### src/rtl/zigzag_block_sequencer.sv
// Sequences eight row writes into the 64x8 zigzag buffer, fires the reorder,
// captures the zigzag block and hands it downstream over valid/ready.
module zigzag_block_sequencer #(
  parameter int ZZ_LATENCY  = 1,
  parameter int COUNT_WIDTH = 16
) (
  input  logic                   clock,
  input  logic                   reset,
  input  logic                   flush,
  input  logic                   s_row_valid,
  input  logic [63:0]            s_row_data,
  output logic                   s_row_ready,
  output logic [7:0]             buf_matrix_row,
  output logic [63:0]            buf_row_data,
  output logic                   buf_input_data_enable,
  output logic                   buf_zigzag_enable,
  input  logic [511:0]           buf_zigzag_in,
  output logic                   m_block_valid,
  output logic [511:0]           m_block_data,
  input  logic                   m_block_ready,
  output logic [COUNT_WIDTH-1:0] block_count,
  output logic                   busy
);

  typedef enum logic [1:0] {FILL, ISSUE, WAIT, OUT} state_t;

  localparam logic [3:0] LAT = 4'(ZZ_LATENCY);

  state_t                 state_q;
  logic [2:0]             row_cnt_q;
  logic [3:0]             wait_cnt_q;
  logic [2:0]             row_idx_q;
  logic [63:0]            row_data_q;
  logic                   wr_en_q;
  logic                   zz_en_q;
  logic                   m_valid_q;
  logic [511:0]           m_data_q;
  logic [COUNT_WIDTH-1:0] blk_cnt_q;

  always_ff @(posedge clock) begin
    if (reset) begin
      state_q    <= FILL;
      row_cnt_q  <= '0;
      wait_cnt_q <= '0;
      row_idx_q  <= '0;
      row_data_q <= '0;
      wr_en_q    <= 1'b0;
      zz_en_q    <= 1'b0;
      m_valid_q  <= 1'b0;
      m_data_q   <= '0;
      blk_cnt_q  <= '0;
    end else begin
      wr_en_q <= 1'b0;
      zz_en_q <= 1'b0;
      if (flush) begin
        // an output handshake coinciding with flush still counts
        if (m_valid_q && m_block_ready) blk_cnt_q <= blk_cnt_q + COUNT_WIDTH'(1);
        state_q    <= FILL;
        row_cnt_q  <= '0;
        wait_cnt_q <= '0;
        m_valid_q  <= 1'b0;
      end else begin
        case (state_q)
          FILL: if (s_row_valid) begin
            wr_en_q    <= 1'b1;
            row_idx_q  <= row_cnt_q;
            row_data_q <= s_row_data;
            row_cnt_q  <= row_cnt_q + 3'd1;
            if (row_cnt_q == 3'd7) state_q <= ISSUE;
          end
          // first ISSUE cycle overlaps the row-7 write; strobe goes out on the second
          ISSUE: if (!zz_en_q) begin
            zz_en_q <= 1'b1;
          end else begin
            state_q    <= WAIT;
            wait_cnt_q <= LAT;
          end
          WAIT: begin
            wait_cnt_q <= wait_cnt_q - 4'd1;
            if (wait_cnt_q == 4'd1) begin
              m_data_q  <= buf_zigzag_in;
              m_valid_q <= 1'b1;
              state_q   <= OUT;
            end
          end
          OUT: if (m_block_ready) begin
            m_valid_q <= 1'b0;
            blk_cnt_q <= blk_cnt_q + COUNT_WIDTH'(1);
            state_q   <= FILL;
          end
          default: state_q <= FILL;
        endcase
      end
    end
  end

  assign s_row_ready           = ~reset & (state_q == FILL);
  assign busy                  = ~((state_q == FILL) && (row_cnt_q == 3'd0));
  assign buf_matrix_row        = reset ? 8'd0  : {5'd0, row_idx_q};
  assign buf_row_data          = reset ? 64'd0 : row_data_q;
  assign buf_input_data_enable = wr_en_q & ~reset;
  assign buf_zigzag_enable     = zz_en_q & ~reset;
  assign m_block_valid         = m_valid_q & ~reset;
  assign m_block_data          = m_data_q;
  assign block_count           = blk_cnt_q;

endmodule
### config.mk
export PLATFORM = sky130hd
export DESIGN_NAME = zigzag_block_sequencer
export DESIGN_NICKNAME = d
export VERILOG_FILES = /design/src/rtl/zigzag_block_sequencer.sv
export SDC_FILE = /design/constraint.sdc
export NUM_CORES = 1
export LEC_CHECK = 0
export ABC_AREA = 1
export ABC_CLOCK_PERIOD_IN_PS = 3100
export BUFFER_PORTS_ARGS = -buffer_cell sky130_fd_sc_hd__buf_2
export CAP_MARGIN = 20
export CORE_AREA = 4 4 464 466
export CTS_BUF_LIST = sky130_fd_sc_hd__clkbuf_8 sky130_fd_sc_hd__clkbuf_16
export DETAILED_ROUTE_END_ITERATION = 16
export DIE_AREA = 0 0 468 470
export GPL_TIMING_DRIVEN = 0
export PLACE_DENSITY_LB_ADDON = 0.12
export SYNTH_ARGS = -nofsm -noshare
export SYNTH_HDL_FRONTEND = slang
export SYNTH_SLANG_ARGS = --single-unit
### constraint.sdc
create_clock -name clock -period 3.1 [get_ports clock]
set_input_delay 0.155 -clock clock [delete_from_list [all_inputs] [get_ports clock]]
set_output_delay 0.155 -clock clock [all_outputs]
set_load 0.05 [all_outputs]
# [Word-level counts from Yosys, hierarchy flattened]
# Index checks and enable logic that the tools add are counted.
# W data, S select, Z words.
[classes] n_mux=19 n_addsub=3 n_eq_ne=11 bitwise=9 n_reduce_logical=18
[op_table] operator="$mux W16" n=4
[op_table] operator="$mux W64" n=1
[op_table] operator="$add A16 B1 Y16 const B" n=1
[op_table] operator="$reduce_and A3 Y1" n=4
[op_table] operator="$mux W2" n=5
[op_table] operator="$ne A2 B2 Y1 const B" n=5
[op_table] operator="$pmux W2 S4" n=1
[op_table] operator="$pmux W4 S2" n=1
[op_table] operator="$reduce_bool A2 Y1" n=4
[op_table] operator="$reduce_or A3 Y1" n=2
[op_table] operator="$not A1 Y1" n=5
[op_table] operator="$reduce_and A5 Y1" n=1
[op_table] operator="$and A1 B1 Y1" n=4
[op_table] operator="$eq A2 B2 Y1 const B" n=2
[op_table] operator="$eq A4 B1 Y1 const B" n=1
[op_table] operator="$mux W1" n=4
[op_table] operator="$mux W4" n=1
[op_table] operator="$reduce_and A2 Y1" n=2
[op_table] operator="$sub A4 B1 Y4 const B" n=1
[op_table] operator="$add A3 B1 Y3 const B" n=1
[op_table] operator="$eq A3 B3 Y1 const B" n=1
[op_table] operator="$logic_not A3 Y1" n=1
[op_table] operator="$mux W3" n=1
[op_table] operator="$eq A2 B1 Y1 const B" n=1
[op_table] operator="5 further kinds" n=6
[word_totals] register_bits=607 elab_cells=70 inputBits=581

# [Longest topological paths before layout]
[logic_depth] ltp_word=4 ltp_mapped=9 ltp_nobuf=9

# [Worst setup path after synthesis]
# OpenSTA, ideal clock, no wires.
[synth_timing] kind="register -> register" startpoint="reg blk_cnt_q[4] (netlist: block_count[4])" endpoint="reg blk_cnt_q[13] (netlist: block_count[13])" setup_ns=0.117 path_stages_with_launch=8 required_ns=2.983 n_path_buf=0 path_slack_ns=1.440 arrival_time_ns=1.543 synth_period_minus_slack_ns=1.660 path_cell_list="dfxtp_1 -> nand2_1 -> nor2_1 -> nand2_1 -> nor2_1 -> nand3_1 -> nand2_1 -> nor2_1"
[synth_between] elab_chain_len=4
[synth_lines] item="start: declaration" line="38" rtl="logic [COUNT_WIDTH-1:0] blk_cnt_q;"
[synth_lines] item="start signal: assignment" line="57" rtl="if (m_valid_q && m_block_ready) blk_cnt_q <= blk_cnt_q + COUNT_WIDTH'(1);"
[synth_lines] item="start signal: assignment" line="88" rtl="blk_cnt_q <= blk_cnt_q + COUNT_WIDTH'(1);"
[synth_lines] item="$add A16 B1 Y16 (*)" line="57, 88"
[synth_lines] item="$mux W16" line="86" rtl="OUT: if (m_block_ready) begin"
[synth_lines] item="$mux W16" line="63" rtl="case (state_q)"
[synth_lines] item="$mux W16 (*)" line="55" rtl="if (flush) begin"
# Mark *: on every way between the ends. The rest lies on a longest branch, timed or not. The select of a mux whose other input is x is not followed.
# A chain may end at the register's enable or synchronous reset.

# [Final worst setup path]
[layout_timing] startpoint="reg state_q[0]" endpoint="reg m_data_q[401] (netlist: m_block_data[401])"
[layout_between] elab_chain_len=2
[layout_lines] item="start: declaration" line="29" rtl="state_t state_q;"
[layout_lines] item="start signal: assignment" line="42" rtl="state_q <= FILL;"
[layout_lines] item="start signal: assignment" line="58" rtl="state_q <= FILL;"
[layout_lines] item="start signal: assignment" line="69" rtl="if (row_cnt_q == 3'd7) state_q <= ISSUE;"
[layout_lines] item="$eq A2 B2 Y1" line="63"
[layout_lines] item="$reduce_and A3 Y1 (no line)"
[layout_lines] item="end signal: assignment" line="81" rtl="m_data_q <= buf_zigzag_in;"
[layout_lines] item="end: declaration" line="37" rtl="logic [511:0] m_data_q;"
# Every way passes these cells.

==> summary.txt <==
Floorplan
  • Die ar.: 220000 µm²
  • Row cnt: 169
  • Io pins: 1186
  • Core ar.: 211200 µm²
  • Initial Util: 10.23%
  • Die width: 468 µm
  • Die height: 470 µm

Critical path
  • Worst Path Required: 3.75 ns
  • WP data arrival: 3.29 ns
  • CP Class: flop to flop
  • R2r startpoint: state_q[0]
  • CP Max Fanout: 11
  • Buf/Inv on CP: 6
  • Reg2Reg Setup Slack: 0.46 ns
  • R2R Path End: m_block_data[401]
  • Crit-path slowest cell: buf_2
  • CP Capture Type: flop
  • Critical Path Start Type: flop
  • R2R cell count: 11
  • CP delay by family, top: buffers and inverters
  • Worst-path cell chain: inv_1, ha_1, nand3_2, nor2_4, buf_12, buf_4, buf_4, buf_2, buf_2, o21ai_0, nor2_1
  • Crit. path cell count: 11
  • Slowest stage delay, CP: 0.36 ns

Timing
  • Max Freq: 378.4 MHz
  • Setup violators final: 0
  • Final Worst Setup Slack: 0.4575 ns
  • Final Hold Viols: 0
  • Slew @ Worst Pin: 1.077 ns
  • Sum Neg Setup Slack: 0 ns
  • Tcrit/Tclk final: 85.24%
  • Slew Limit Headroom: 28.18%
  • Tmin final: 2.642 ns
  • RSZ-0062 raised after global routing: false
  • Hold Slack: 0.2139 ns
  • Clock skew: 0.02347 ns
  • Max-slew violation count: 0

Detailed routing
  • DRC: 0
  • Routed Wire Length: 164500 µm
  • Antenna viol nets, final: 0
  • Vias per inst: 3.426
  • Via Count: 25870
  • TritonRoute pass-1 iters: 5
  • Drt wl/cell: 21.79 µm
  • Initial DRC count: 1245

Worst hold path
  • Worst Hold Launch: buf_zigzag_in[465]
  • Hold path cells: 4
  • Hold EP: m_block_data[465]
  • Type of the tightest min-delay check: input port to flop

Yosys
  • Post-synthesis instance area: 21620 µm²
  • Synth warn: 0
  • Ys flop type: dfxtp_1
  • Seq/Total Area, Yosys: 56.22%
  • Avg Cell Area, Syn: 7.801 µm²
  • Ys async rst share: 0%
  • Cells after synthesis: 2771
  • Distinct cell type count after synthesis: 31
  • Post-synth EDFFs: 0
  • Synth Register Bits: 607

GRT
  • Total global-route track usage: 14.35%
  • First-pass GRT wire length: 221100 µm
  • Initial antenna violation count: 47
  • Largest net degree at the start of global routing: 13
  • Vias in the first global route: 26880
  • GRT overflow: 0

Clock network
  • Clock-pin slew of the registers on the worst-case setup and hold paths: 0.06 ns
  • Clk buf depth: 3
  • Worst-Skew Late Latency: 0.71 ns
  • Clk sinks: 607
  • Cts bufs inserted: 86
  • Resized cells post-CTS: 0
  • CTS root buf: clkbuf_16
  • H-Tree Depth: 3
  • TritonCTS clock tree: yes

Power
  • Sequential power share: 39.9%
  • PwrDens: 494.6 nW/µm²
  • Internal power: 14620 µW
  • Switching part of the total: 25.96%
  • Clock power share: 51.2%
  • Maximum vdd ir drop: 0.0003536 V
  • Comb pwr share: 8.9%
  • Sw Pwr: 5128 µW
  • LEAKAGE: 0.01961 µW
  • Total power: 19750 µW

Flow run
  • # Max-Cap Violations: 0

Finish
  • Finished Layout Cells: 7550
  • Multi-input gate area: 8088 µm²
  • Layout area overhead: 84.75%
  • Layout cells sized above 1: 30.72%
  • Total Nets Final: 5229
  • Filler cell count: 24240
  • Register cell area after layout: 12150 µm²

Placed design
  • Placer congestion estimate: 0.8413
  • DP Worst Slack: -0.4097 ns
  • Post-Place Cells: 6779
  • Detailed placement HPWL: 135100 µm
  • Count of input and output buffers: 1180

Outcome
  • Run status: finished clean
-- state kept, by name, summed over array words and instances (netlist names) --
| name | cells |
|---|---|
| m_block_data | 512 |
| wait_cnt_q | 4 |
| row_data_q | 64 |
| row_cnt_q | 3 |
| m_valid_q | 1 |
| state_q | 2 |
| row_idx_q | 3 |
| block_count | 16 |
| wr_en_q | 1 |
| zz_en_q | 1 |
-- synthesized netlist by cell type, types with 4 or more instances --
library cell	number	share of area, %
ha_1	10	0.58
buf_2	101	2.3
a21oi_1	49	1.1
o21ai_1	106	2.5
buf_1	14	0.24
nand3_1	12	0.28
inv_1	106	1.8
clkbuf_1	64	1.1
dfxtp_1	607	56
o21ai_0	446	10
o22a_1	35	1.4
nand2_1	51	0.89
nor2_1	1124	20
inv_2	4	0.069
buf_4	12	0.42
buf_6	8	0.42
-- stage by stage --
step / instance area [µm²] / utilization (%)
3_3_place_gp: 31070 / 14.71
6_report: 39940 / 18.91
5_1_grt: 39910 / 18.89
2_1_floorplan: 21630 / -
3_5_place_dp: 31120 / 14.73
4_1_cts: 39870 / 18.88
-- worst min-delay path, delay by kind of cell --
family	cells	cell delay (ns)
buf+inv	2	0.61
simple gates	2	0.12
-- kinds of logic (layout without fill, tap and decap cells) --
group / Yosys count / count (layout) / share of synthesized area [%]
xor gates and xnor gates: 2 / 2 / 0.08105
buffers and inverters: 309 / 2238 / 6.437
and+or+nand+nor: 1200 / 1200 / 21.14
other: 1 / 30 / 0.01735
AOI/OAI and AO/OA: 642 / 642 / 15.53
adders and majority gates: 10 / 10 / 0.5788
DFF: 607 / 607 / 56.22
-- timing repair --
action                                 4_1_cts  5_1_grt
setup buffers                                4        0
hold buffers                               588        0
endpoints found under the hold margin      596        0
setup endpoints to repair                  510        0
-- worst max-delay path by stage --
| stage | to | start | slack [ns] |
|---|---|---|---|
| final | m_block_data[401] | state_q[0] | 0.46 |
| after detailed placement | m_block_data[464] | state_q[0] | -0.41 |
| after floorplan | block_count[13] | block_count[4] | 1.44 |
| after global placement | m_block_data[299] | state_q[0] | -0.38 |
| after CTS | m_block_data[19] | state_q[0] | 0.36 |
| after global routing | m_block_data[179] | reset | 0.22 |
-- power by group through the flow --
stage / clock [µW] / combinational [µW] / sequential [µW]
floorplan: 0 / 407 / 8060
global placement: 0 / 1100 / 8050
detailed placement: 0 / 1110 / 8060
CTS: 10600 / 1800 / 7880
global route: 10800 / 1890 / 7890
finish: 10100 / 1760 / 7890
-- per-layer routing --
| layer | up-vias | track usage [%] | routed length, µm |
|---|---|---|---|
| li1 | 12650 | - | - |
| met4 | 14 | 5.080 | 5493 |
| met3 | 205 | 5.876 | 16600 |
| met5 | - | 0 | 89 |
| met1 | 11950 | 17.15 | 68660 |
| met2 | 1047 | 23.07 | 73700 |
-- layout by cell type, fill, tap and decap left out, types with 2 or more instances in the layout --
cell / n
buf_2: 1281
nor2_1: 1124
dfxtp_1: 607
dlygate4sd3_1: 588
o21ai_0: 446
inv_1: 134
o21ai_1: 106
clkbuf_16: 87
clkbuf_1: 64
nand2_1: 51
a21oi_1: 49
o22a_1: 35
diode_2: 25
clkbuf_8: 22
buf_4: 15
buf_1: 14
nand3_1: 12
ha_1: 10
buf_6: 8
clkinv_2: 7
conb_1: 5
inv_2: 4
bufinv_16: 3
nor2_2: 2
nand3_2: 2
nor2_4: 2
nand4_1: 2
nor3_1: 2
o21a_1: 2
xnor2_1: 2
inv_16: 2
buf_8: 2
-- cell type report --
| class | count | share of cell area [%] |
|---|---|---|
| plain buffers | 199 | 2.450 |
| clock inverters | 45 | 0.8553 |
| clock buffers | 109 | 6.210 |
| flip-flops and latches | 607 | 30.43 |
| multi-input cells | 1859 | 20.25 |
| inverters | 110 | 1.034 |
| diodes | 25 | 0.1567 |
| well taps | 2821 | 8.838 |
| repair buffers | 1775 | 29.78 |
Note: power is estimated with default switching activity, not from simulation.
